`src/rtl/ysyx_25020081_ifu_if.sv`:
```
// Fetch-stage bus bundle: instruction-memory request/response, decode output and execute redirect.
interface ysyx_25020081_ifu_if #(
  parameter int ADDR_WIDTH = 32,
  parameter int DATA_WIDTH = 32
);
  logic                  imem_req_valid;
  logic                  imem_req_ready;
  logic [ADDR_WIDTH-1:0] imem_req_addr;
  logic                  imem_rsp_valid;
  logic [DATA_WIDTH-1:0] imem_rsp_data;
  logic                  out_valid;
  logic                  out_ready;
  logic [DATA_WIDTH-1:0] out_inst;
  logic [ADDR_WIDTH-1:0] out_pc;
  logic                  redirect_valid;
  logic [ADDR_WIDTH-1:0] redirect_pc;

  modport master (
    output imem_req_valid, imem_req_addr, out_valid, out_inst, out_pc,
    input  imem_req_ready, imem_rsp_valid, imem_rsp_data, out_ready,
           redirect_valid, redirect_pc
  );

  modport slave (
    input  imem_req_valid, imem_req_addr, out_valid, out_inst, out_pc,
    output imem_req_ready, imem_rsp_valid, imem_rsp_data, out_ready,
           redirect_valid, redirect_pc
  );
endinterface

```
`src/rtl/ysyx_25020081_ifu.sv`:
```
// Instruction fetch: one request in flight, 3 cycles/instruction with zero-wait memory.
// Stalls in place on req_ready/rsp_valid/out_ready low; a redirect discards the wrong-path fetch.
module ysyx_25020081_ifu #(
  parameter int                    ADDR_WIDTH = 32,
  parameter int                    DATA_WIDTH = 32,
  parameter logic [ADDR_WIDTH-1:0] RESET_PC   = 32'h8000_0000
) (
  input  logic                   clk,
  input  logic                   rst_n,
  ysyx_25020081_ifu_if.master    bus
);

  localparam logic [1:0] S_IDLE = 2'd0;
  localparam logic [1:0] S_REQ  = 2'd1;
  localparam logic [1:0] S_RSP  = 2'd2;
  localparam logic [1:0] S_OUT  = 2'd3;

  logic [1:0]            state_q, state_d;
  logic [ADDR_WIDTH-1:0] pc_q, pc_d;
  logic                  kill_q, kill_d;
  logic [DATA_WIDTH-1:0] inst_q, inst_d;
  logic [ADDR_WIDTH-1:0] opc_q, opc_d;
  logic [ADDR_WIDTH-1:0] redir_tgt;

  assign redir_tgt = bus.redirect_pc & ~ADDR_WIDTH'(3);

  assign bus.imem_req_valid = (state_q == S_REQ);
  assign bus.imem_req_addr  = pc_q;
  assign bus.out_valid      = (state_q == S_OUT);
  assign bus.out_inst       = inst_q;
  assign bus.out_pc         = opc_q;

  always_comb begin
    state_d = state_q;
    pc_d    = pc_q;
    kill_d  = kill_q;
    inst_d  = inst_q;
    opc_d   = opc_q;
    unique case (state_q)
      S_IDLE: begin
        state_d = S_REQ;
        if (bus.redirect_valid) pc_d = redir_tgt;
      end
      S_REQ: begin
        if (bus.redirect_valid) pc_d = redir_tgt;
        if (bus.imem_req_ready) begin
          state_d = S_RSP;
          kill_d  = bus.redirect_valid;
        end
      end
      S_RSP: begin
        if (bus.imem_rsp_valid) begin
          if (kill_q || bus.redirect_valid) begin
            // Wrong-path word: drop it and refetch from the (possibly new) pc.
            kill_d  = 1'b0;
            state_d = S_REQ;
            if (bus.redirect_valid) pc_d = redir_tgt;
          end else begin
            inst_d  = bus.imem_rsp_data;
            opc_d   = pc_q;
            state_d = S_OUT;
          end
        end else if (bus.redirect_valid) begin
          kill_d = 1'b1;
          pc_d   = redir_tgt;
        end
      end
      S_OUT: begin
        if (bus.redirect_valid) begin
          pc_d    = redir_tgt;
          state_d = S_REQ;
        end else if (bus.out_ready) begin
          pc_d    = pc_q + ADDR_WIDTH'(4);
          state_d = S_REQ;
        end
      end
      default: state_d = S_IDLE;
    endcase
  end

  always_ff @(posedge clk or negedge rst_n) begin
    if (!rst_n) begin
      state_q <= S_IDLE;
      pc_q    <= RESET_PC;
      kill_q  <= 1'b0;
      inst_q  <= '0;
      opc_q   <= '0;
    end else begin
      state_q <= state_d;
      pc_q    <= pc_d;
      kill_q  <= kill_d;
      inst_q  <= inst_d;
      opc_q   <= opc_d;
    end
  end

endmodule
```
`src/flat_wrapper.sv`:
```
// flat-port wrapper written by rule: the top's interface ports become plain ports
module ysyx_25020081_ifu_flat 
#(
  parameter int                    ADDR_WIDTH = 32,
  parameter int                    DATA_WIDTH = 32,
  parameter logic [ADDR_WIDTH-1:0] RESET_PC   = 32'h8000_0000
)
  (clk, rst_n, bus_imem_req_valid, bus_imem_req_addr, bus_out_valid, bus_out_inst, bus_out_pc, bus_imem_req_ready, bus_imem_rsp_valid, bus_imem_rsp_data, bus_out_ready, bus_redirect_valid, bus_redirect_pc);
  ysyx_25020081_ifu_if #(.ADDR_WIDTH(ADDR_WIDTH), .DATA_WIDTH(DATA_WIDTH)) bus_i ();
  input  logic clk;
  input  logic rst_n;
  output wire logic [$bits(bus_i.imem_req_valid)-1:0] bus_imem_req_valid;
  output wire logic [$bits(bus_i.imem_req_addr)-1:0] bus_imem_req_addr;
  output wire logic [$bits(bus_i.out_valid)-1:0] bus_out_valid;
  output wire logic [$bits(bus_i.out_inst)-1:0] bus_out_inst;
  output wire logic [$bits(bus_i.out_pc)-1:0] bus_out_pc;
  input wire logic [$bits(bus_i.imem_req_ready)-1:0] bus_imem_req_ready;
  input wire logic [$bits(bus_i.imem_rsp_valid)-1:0] bus_imem_rsp_valid;
  input wire logic [$bits(bus_i.imem_rsp_data)-1:0] bus_imem_rsp_data;
  input wire logic [$bits(bus_i.out_ready)-1:0] bus_out_ready;
  input wire logic [$bits(bus_i.redirect_valid)-1:0] bus_redirect_valid;
  input wire logic [$bits(bus_i.redirect_pc)-1:0] bus_redirect_pc;
  assign bus_imem_req_valid = bus_i.imem_req_valid;
  assign bus_imem_req_addr = bus_i.imem_req_addr;
  assign bus_out_valid = bus_i.out_valid;
  assign bus_out_inst = bus_i.out_inst;
  assign bus_out_pc = bus_i.out_pc;
  assign bus_i.imem_req_ready = bus_imem_req_ready;
  assign bus_i.imem_rsp_valid = bus_imem_rsp_valid;
  assign bus_i.imem_rsp_data = bus_imem_rsp_data;
  assign bus_i.out_ready = bus_out_ready;
  assign bus_i.redirect_valid = bus_redirect_valid;
  assign bus_i.redirect_pc = bus_redirect_pc;
  ysyx_25020081_ifu #(.ADDR_WIDTH(ADDR_WIDTH), .DATA_WIDTH(DATA_WIDTH), .RESET_PC(RESET_PC)) u_core (.clk(clk), .rst_n(rst_n), .bus(bus_i));
endmodule
```
`config.mk`:
```
export PLATFORM = sky130hd
export DESIGN_NAME = ysyx_25020081_ifu_flat
export DESIGN_NICKNAME = d
export VERILOG_FILES = /design/src/rtl/ysyx_25020081_ifu_if.sv /design/src/rtl/ysyx_25020081_ifu.sv /design/src/flat_wrapper.sv
export SDC_FILE = /design/constraint.sdc
export NUM_CORES = 1
export LEC_CHECK = 0
export BUFFER_PORTS_ARGS = -buffer_cell sky130_fd_sc_hd__clkbuf_2
export CORE_MARGIN = 2
export CORE_UTILIZATION = 46
export DETAILED_ROUTE_END_ITERATION = 10
export GPL_TIMING_DRIVEN = 0
export PLACE_DENSITY = 0.76
export SETUP_SLACK_MARGIN = 0.1
export SLEW_MARGIN = 25
export SYNTH_ARGS = -nofsm -noshare
export SYNTH_HDL_FRONTEND = slang
export SYNTH_SLANG_ARGS = --single-unit
```
`constraint.sdc`:
```
create_clock -name clk -period 3.9 [get_ports clk]
set_input_delay 0.195 -clock clk [delete_from_list [all_inputs] [get_ports clk]]
set_output_delay 0.195 -clock clk [all_outputs]
set_load 0.005 [all_outputs]
```
==> metrics.md, run 1 <==
| Metric | Value |
|---|---|
| Status | completed |
| Crit path DAT | about 2.9 ns |
| Total track usage | a little under a quarter |
| PortBufs | 161 |
| Cts bufs inserted | 9 |
| N_diodes | 0 |
| Vias in the first global route | 3,706 |
| Power Internal | ~2.3 mW |
| Fin nets | 640 |
| Sw frac | between 30% and 40% |
| Clock Power Share | ~20% |
| Slew @ Worst Pin | around 0.93 ns |
| Slowest-stage cell, CP | nor2_1 |
| Fmax | ~380 MHz |
| Mean post-synth cell area | 11.3 sq um |
| Worst setup EP type | flip-flop |
| Period Utilization, post-route | around 67% |
| Clk_skew | 0.0138 ns |
| Die Span X | around 100 um |
| Slew Viols, Final | 0 |
| First-pass GRT wire length | between 15,000 and 20,000 um |
| CP Capture Point | u_core.bus.out_pc[31] |
| Reg2reg path depth | 6 |
| Clk_lat worst skew | 0.37 ns |
| DP HPWL | 8740 um |
| CTS tree | yes |
| Clock Pin Slew Worst Setup and Hold Paths | approximately 0.090 ns |
| DIE AREA | 0.0104 sq mm |
| Resized Gates After CTS | 0 |
| Post-synthesis cell type count | 55 |
| Max-cap viol count | 0 |
| WL/cell | 16.8 um |
| ANT nets after route | 0 |
| Share of cells above drive strength 1 | between 40% and 50% |
| Synth async-reset ratio | between 90% and 100% |
| Clk sinks | 95 |
| Peak VDD IR | 0.000278 V |
| Crit Reg-Reg Endpoint | u_core.bus.out_pc[31] |
| Combinational share of power | around a third |
| Via density | between 5 and 6 |
| Final Hold Vio Count | 0 |
| Leak | 2.73 nW |
| Final min period | 2.63 ns |
| Cell Area, Synth | between 0.004 and 0.005 sq mm |
| Cell count after synthesis | ~390 |
| Synth Flop Type | dfrtp_1 |
| Total gr overflow | 0 |
| Multi-input logic area | 0.00189 sq mm |
| Slew HR | between 30% and 40% |
| Core Area | 0.00928 sq mm |
| Register Area | ~0.0024 sq mm |
| Die Ht | around 100 um |
| First DRT Iteration DRCs | about 300 |
| Area grow syn2layout | 27.7% |
| CTS Buffer Depth | 2 |
| Gpl congestion | 0.940 |
| EDFF count, synth | 0 |
| R2R Path Start | u_core.state_q[0] |
| Setup tns final | 0 ns |
| Critical Path RT | approximately 4.2 ns |
| Fillers | roughly 840 |
| Unrepaired setup endpoints after global routing | no |
| Top-level port count | approximately 170 |
| Largest net degree at the start of global routing | between 50 and 60 |
| TritonRoute pass-1 iters | 5 |
| NetSw | approximately 1.1 mW |
| Worst setup SP type | flip-flop |
| Setup Viol. Count Final | 0 |
| H-tree depth | 3 |
| Num rows | 35 |
| Sequential share of the synthesized area | 54.0% |
| Via count | around 3,900 |
| Tot Pwr | between 3 and 4 mW |
| CP Max Fanout | 10 |
| Worst min path class | input pin to flip-flop |
| Flops & latches, synth | 95 |
| DRC | 0 |
| CP Launch Point | u_core.state_q[0] |
| Critical path type | flip-flop to flip-flop |
| Pwr Density | just over 600 mW/mm^2 |
| Syn. warnings | 0 |
| Crit path largest cell delay | between 0.6 and 0.7 ns |
| Crit-path cells | inv_1 -> ha_1 -> nand3b_1 -> nor2_1 -> clkbuf_1 -> mux2_2 |
| Reg2reg setup slack | roughly 1.3 ns |
| Min Hold Slack | ~0.027 ns |
| Initial antenna violation count | 0 |
| Clock Root Buffer | clkbuf_8 |
| Final WL | roughly 12,000 um |
| Starting density of the core | a little under half |
| Seq pwr share | 47.9% |
flip-flops by register name, summed over array words and instances, names as in the netlist:
name / flops
u_core.bus.out_pc: 30
u_core.bus.out_inst: 32
u_core.kill_q: 1
u_core.bus.imem_req_addr: 30
u_core.state_q: 2
through the flow:
stage / instances / setup slack [ns] / instance area [sq um] / util [%]
2_1_floorplan: 392 / 1.67 / 4420 / -
3_3_place_gp: 682 / 1.33 / 5380 / 58.0
3_5_place_dp: 683 / 1.29 / 5420 / 58.4
4_1_cts: 700 / 1.27 / 5620 / 60.6
5_1_grt: 700 / 1.10 / 5620 / 60.6
6_report: 700 / 1.27 / 5620 / 60.6
cell usage after synthesis, drive strengths merged (2+ instances only):
cell / n / area [sq um]
nor2: 17 / 63.8
and4: 5 / 43.8
o21ai: 23 / 115
nand4: 7 / 50.1
and2: 3 / 18.8
nor3: 4 / 20.0
o22ai: 6 / 37.5
nor4: 4 / 25.0
ha: 4 / 50.1
nand2b: 3 / 18.8
o31ai: 2 / 15.0
dfrtp: 94 / 2350
nor3b: 2 / 15.0
nand3: 15 / 75.1
nand2: 24 / 90.1
and3: 9 / 57.6
inv: 8 / 30.0
xnor2: 5 / 43.8
a21oi: 29 / 145
xor2: 2 / 17.5
a31oi: 4 / 25.0
mux2: 64 / 721
o311ai: 2 / 17.5
a22oi: 2 / 15.0
or4: 2 / 18.8
clkbuf: 20 / 75.1
buf: 5 / 35.0
cell usage in the layout (no fill, tap or decap), types with 2 or more instances in the layout:
| cell type | n |
|---|---|
| a21oi_1 | 29 |
| a22oi_1 | 2 |
| a31oi_1 | 4 |
| and2_1 | 3 |
| and3_1 | 8 |
| and4_1 | 5 |
| buf_4 | 4 |
| clkbuf_1 | 21 |
| clkbuf_2 | 160 |
| clkbuf_8 | 10 |
| clkinvlp_4 | 2 |
| conb_1 | 4 |
| dfrtp_1 | 94 |
| ha_1 | 4 |
| inv_1 | 8 |
| inv_6 | 2 |
| mux2_2 | 64 |
| nand2_1 | 24 |
| nand2b_1 | 3 |
| nand3_1 | 15 |
| nand4_1 | 6 |
| nor2_1 | 17 |
| nor3_1 | 4 |
| nor3b_1 | 2 |
| nor4_1 | 4 |
| o21ai_0 | 23 |
| o22ai_1 | 6 |
| o311ai_0 | 2 |
| o31ai_1 | 2 |
| xnor2_1 | 5 |
| xor2_1 | 2 |
metal layers:
layer / part of all wire (%) / track usage, %
met4: 2.6 / 9.64
met5: 0 / 0
met3: 7.0 / 4.17
met2: 48 / 36.3
met1: 42 / 30.6
worst max-delay path: cells and delay by family, from the launching register on:
| family | cells | cell delay (ns) |
|---|---|---|
| muxes | 1 | 0.41 |
| and+or+nand+nor | 2 | 0.83 |
| adders and majority gates | 1 | 0.22 |
| DFF | 1 | 0.42 |
| buffers and inverters | 2 | 0.64 |
worst min-delay path by stage:
stage | startpoint | endpoint | depth (start not counted)
after detailed placement | rst_n | u_core.bus.out_pc[15] | 1
after floorplan | rst_n | u_core.bus.imem_req_addr[10] | 0
after global placement | bus_redirect_pc[18] | u_core.bus.imem_req_addr[18] | 3
final | bus_redirect_pc[31] | u_core.bus.imem_req_addr[31] | 3
after CTS | bus_redirect_pc[31] | u_core.bus.imem_req_addr[31] | 3
after global routing | bus_redirect_pc[31] | u_core.bus.imem_req_addr[31] | 3
area by class of cell:
type                            instances  share of cell area [%]
Sequential cell                        95                    42.3
Multi-Input combinational cell        263                    33.7
Timing Repair Buffer                  163                    15.2
Tap cell                              129                    2.87
Clock buffer                           10                    2.27
Buffer                                 25                    1.96
Clock inverter                          6                    1.20
Inverter                                9                   0.601
logic make-up (layout without fill, tap and decap cells):
kind of cell,after synthesis,count (layout),synth area share [%]
xor+xnor,7,7,1.39
mux,65,65,16.6
flops,95,95,54.0
buf+inv,34,213,3.27
other cells,1,4,0.0851
simple gates,101,101,12.4
fa+ha+maj,4,4,1.14
compound gates,82,82,11.2
what timing repair did:
item / CTS / global route
hold buffers: 1 / 0
hold endpoints to repair: 43 / 0
buffers inserted: 0 / 0
power groups by stage:
stage | Combinational (mW) | Sequential, mW | Clock [mW]
after floorplan | 0.536 | 1.63 | 0
after global placement | 1.08 | 1.62 | 0
after detailed placement | 1.12 | 1.65 | 0
after CTS | 1.12 | 1.63 | 0.670
after global routing | 1.24 | 1.68 | 0.710
final | 1.11 | 1.63 | 0.662
No activity file was read; power rests on OpenSTA's default activity.
==> run 2, diff against run 1 <==
--- a/config.mk
+++ b/config.mk
@@ -5,12 +5,13 @@
 export SDC_FILE = /design/constraint.sdc
 export NUM_CORES = 1
 export LEC_CHECK = 0
+export ABC_AREA = 1
 export BUFFER_PORTS_ARGS = -buffer_cell sky130_fd_sc_hd__clkbuf_2
 export CORE_MARGIN = 2
 export CORE_UTILIZATION = 46
 export DETAILED_ROUTE_END_ITERATION = 10
 export GPL_TIMING_DRIVEN = 0
-export PLACE_DENSITY = 0.76
+export PLACE_DENSITY = 0.74
 export SETUP_SLACK_MARGIN = 0.1
 export SLEW_MARGIN = 25
 export SYNTH_ARGS = -nofsm -noshare
==> constraint.sdc (replaced) <==
create_clock -name clk -period 2.6 [get_ports clk]
set_input_delay 0.13 -clock clk [delete_from_list [all_inputs] [get_ports clk]]
set_output_delay 0.13 -clock clk [all_outputs]
set_load 0.005 [all_outputs]
==> metrics.md, run 2 <==
| Metric | Value |
|---|---|
| Status | completed |
| Crit path DAT | approximately 2.2 ns |
| CP Capture Point | u_core.bus.imem_req_addr[16] |
| Clock Pin Slew Worst Setup and Hold Paths | about 0.1 ns |
| Commonest non-fill, non-tap cell in the layout | nand2_1 |
| Crit Reg-Reg Endpoint | u_core.bus.imem_req_addr[16] |
| Peak VDD IR | between 0.0003 and 0.0004 V |
| PortBufs | around 160 |
| Hold depth | 3 |
| Cts bufs inserted | 9 |
| CP Launch Point | u_core.bus.imem_req_addr[3] |
| Vias in the first global route | 4,851 |
| N_diodes | 0 |
| Die Span X | roughly 110 um |
| Layout Cells excl Fill | approximately 1,000 |
| TritonRoute pass-1 iters | 8 |
| Critical path type | flip-flop to flip-flop |
| Clk_lat worst skew | ~0.37 ns |
| CP Max Fanout | 6 |
| Initial antenna violation count | 0 |
| First DRT Iteration DRCs | ~500 |
| DRC | 0 |
| Dominant cell type by area after synthesis | dfrtp_1 |
| Post-synthesis cell type count | 28 |
| CTS tree | yes |
| DP HPWL | 11,200 um |
| Min Hold Slack | ~0.0086 ns |
| Period Utilization, post-route | between 70% and 80% |
| Cell count after synthesis | between 600 and 700 |
| ANT nets after route | 0 |
| Slew @ Worst Pin | roughly 0.65 ns |
| Sequential share of the synthesized area | 49.0% |
| Final min period | just under 2 ns |
| H-tree depth | 3 |
| Unrepaired setup endpoints after global routing | no |
| Core Area | between 0.01 and 0.015 sq mm |
| Flops & latches, synth | 95 |
| WL/cell | around 15 um |
| Clock Root Buffer | clkbuf_8 |
| Max reg flops | 32 |
| Num rows | 37 |
| Synth top area share | about half |
| Synth Flop Type | dfrtp_1 |
| Area grow syn2layout | 32.4% |
| Post-Place Cells | just under 1,000 |
| Critical Path RT | roughly 2.9 ns |
| Post-CTS Setup Inserts | 0 |
| Slew HR | approximately 57% |
| Setup Viol. Count Final | 0 |
| Share of cells above drive strength 1 | around a quarter |
| Die Ht | 107 um |
| Worst min path class | input pin to flip-flop |
| Worst setup SP type | flip-flop |
| Final Hold Vio Count | 0 |
| Largest net degree at the start of global routing | 66 |
| R2R Path Start | u_core.bus.imem_req_addr[3] |
| Reg2reg setup slack | ~0.66 ns |
| DIE AREA | roughly 0.011 sq mm |
| Total track usage | between 20% and 30% |
| Most frequent cell after synthesis | nand2_1 |
| Pwr Density | 877 mW/mm^2 |
| Commonest cells after routing, fill and taps aside | nand2_1, clkbuf_2, dfrtp_1 |
| Mean post-synth cell area | between 7 and 8 sq um |
| Clk sinks | 95 |
| Met2 GRT Util | a little under half |
| Starting density of the core | a little under half |
| Fin nets | between 900 and 1,000 |
| Met1 Use GR | a little under two fifths |
| Slew Viols, Final | 0 |
| M3 GR Usage | about 5.3% |
| Post-synth top cells | nand2_1, dfrtp_1, nor2_1 |
| Synth async-reset ratio | 100% |
| Syn. warnings | 0 |
| Clk_skew | 0.0146 ns |
| Via density | about 5.0 |
| Synth area leaders | dfrtp_1, nand2_1, nor2_1 |
| Gpl congestion | 0.961 |
| Reg2reg path depth | 8 |
| Fillers | ~940 |
| CTS Buffer Depth | 2 |
| Setup tns final | 0 ns |
| Total gr overflow | 0 |
| Via count | approximately 5,200 |
| EDFF count, synth | 0 |
| Grt peak-use layer | met2 |
| Fmax | between 500 and 600 MHz |
| Worst setup EP type | flip-flop |
| Max-cap viol count | 0 |
| Final WL | ~15,000 um |
| First-pass GRT wire length | between 20,000 and 25,000 um |
| Top-level port count | between 150 and 200 |
| Cell Area, Synth | a little under 0.005 sq mm |
| Leak | between 3 and 4 nW |
run 2: metrics by stage:
stage          total power [mW]  utilization [%]  setup WS [ns]  instance area [sq um]
4_1_cts                    5.65             62.6          0.693                   6430
6_report                   5.64             62.6          0.657                   6430
3_3_place_gp               4.44             56.8          0.269                   5840
2_1_floorplan              3.48                -           1.11                   4870
3_5_place_dp               4.53             57.2          0.696                   5880
5_1_grt                    6.09             62.6          0.486                   6430
run 2: area by class of cell:
type,count,area [sq um],share of cell area [%]
Timing Repair Buffer,195,1170,18.2
Clock buffer,10,128,1.99
Buffer,28,154,2.39
Inverter,51,191,2.98
Clock inverter,6,92.6,1.44
Sequential cell,95,2380,37.0
Tap cell,136,170,2.65
Multi-Input combinational cell,503,2140,33.3
run 2: power by group:
part / leakage [nW] / total (mW) / switching (mW) / internal, mW
clock: 0.104 / 1.09 / 0.543 / 0.549
sequential: 1.20 / 2.52 / 0.471 / 2.05
combinational: 2.16 / 2.03 / 1.15 / 0.872
run 2: routing by layer:
metal	up-vias	routed length, um	share of wire (%)
met1	2404	6760	44
met4	0	283	1.9
li1	2512	-	-
met3	20	1150	7.5
met2	219	7100	46
met5	-	0	0
run 2: worst min-delay path by stage:
stage          slack (ns)                            to                   from
2_1_floorplan       -0.17  u_core.bus.imem_req_addr[10]                  rst_n
5_1_grt              0.01   u_core.bus.imem_req_addr[4]     bus_redirect_pc[4]
3_5_place_dp         0.05             u_core.state_q[1]                  rst_n
4_1_cts             0.007   u_core.bus.imem_req_addr[4]     bus_redirect_pc[4]
6_report            0.009   u_core.bus.imem_req_addr[4]     bus_redirect_pc[4]
3_3_place_gp         0.33       u_core.bus.out_inst[27]  bus_imem_rsp_data[27]
run 2: worst max-delay path, cell delays in order, from the launching register on:
cell,delay (ns)
dfrtp_1,0.49
ha_1,0.24
nand3_1,0.21
nor2_1,0.50
nand3_1,0.13
nand2_1,0.09
nand3_1,0.06
nand2_1,0.08
o21ai_1,0.05
run 2: cells by family after synthesis:
| group | share of synthesized area (%) |
|---|---|
| compound gates | 7.60 |
| buf+inv | 7.11 |
| xor+xnor | 0.361 |
| flops | 49.0 |
| fa+ha+maj | 1.03 |
| simple gates | 34.8 |
| other cells | 0.0772 |
run 2: timing repair:
action	in CTS	in global routing
gates resized for setup	0	0
hold buffers	33	0
hold endpoints to repair	65	0
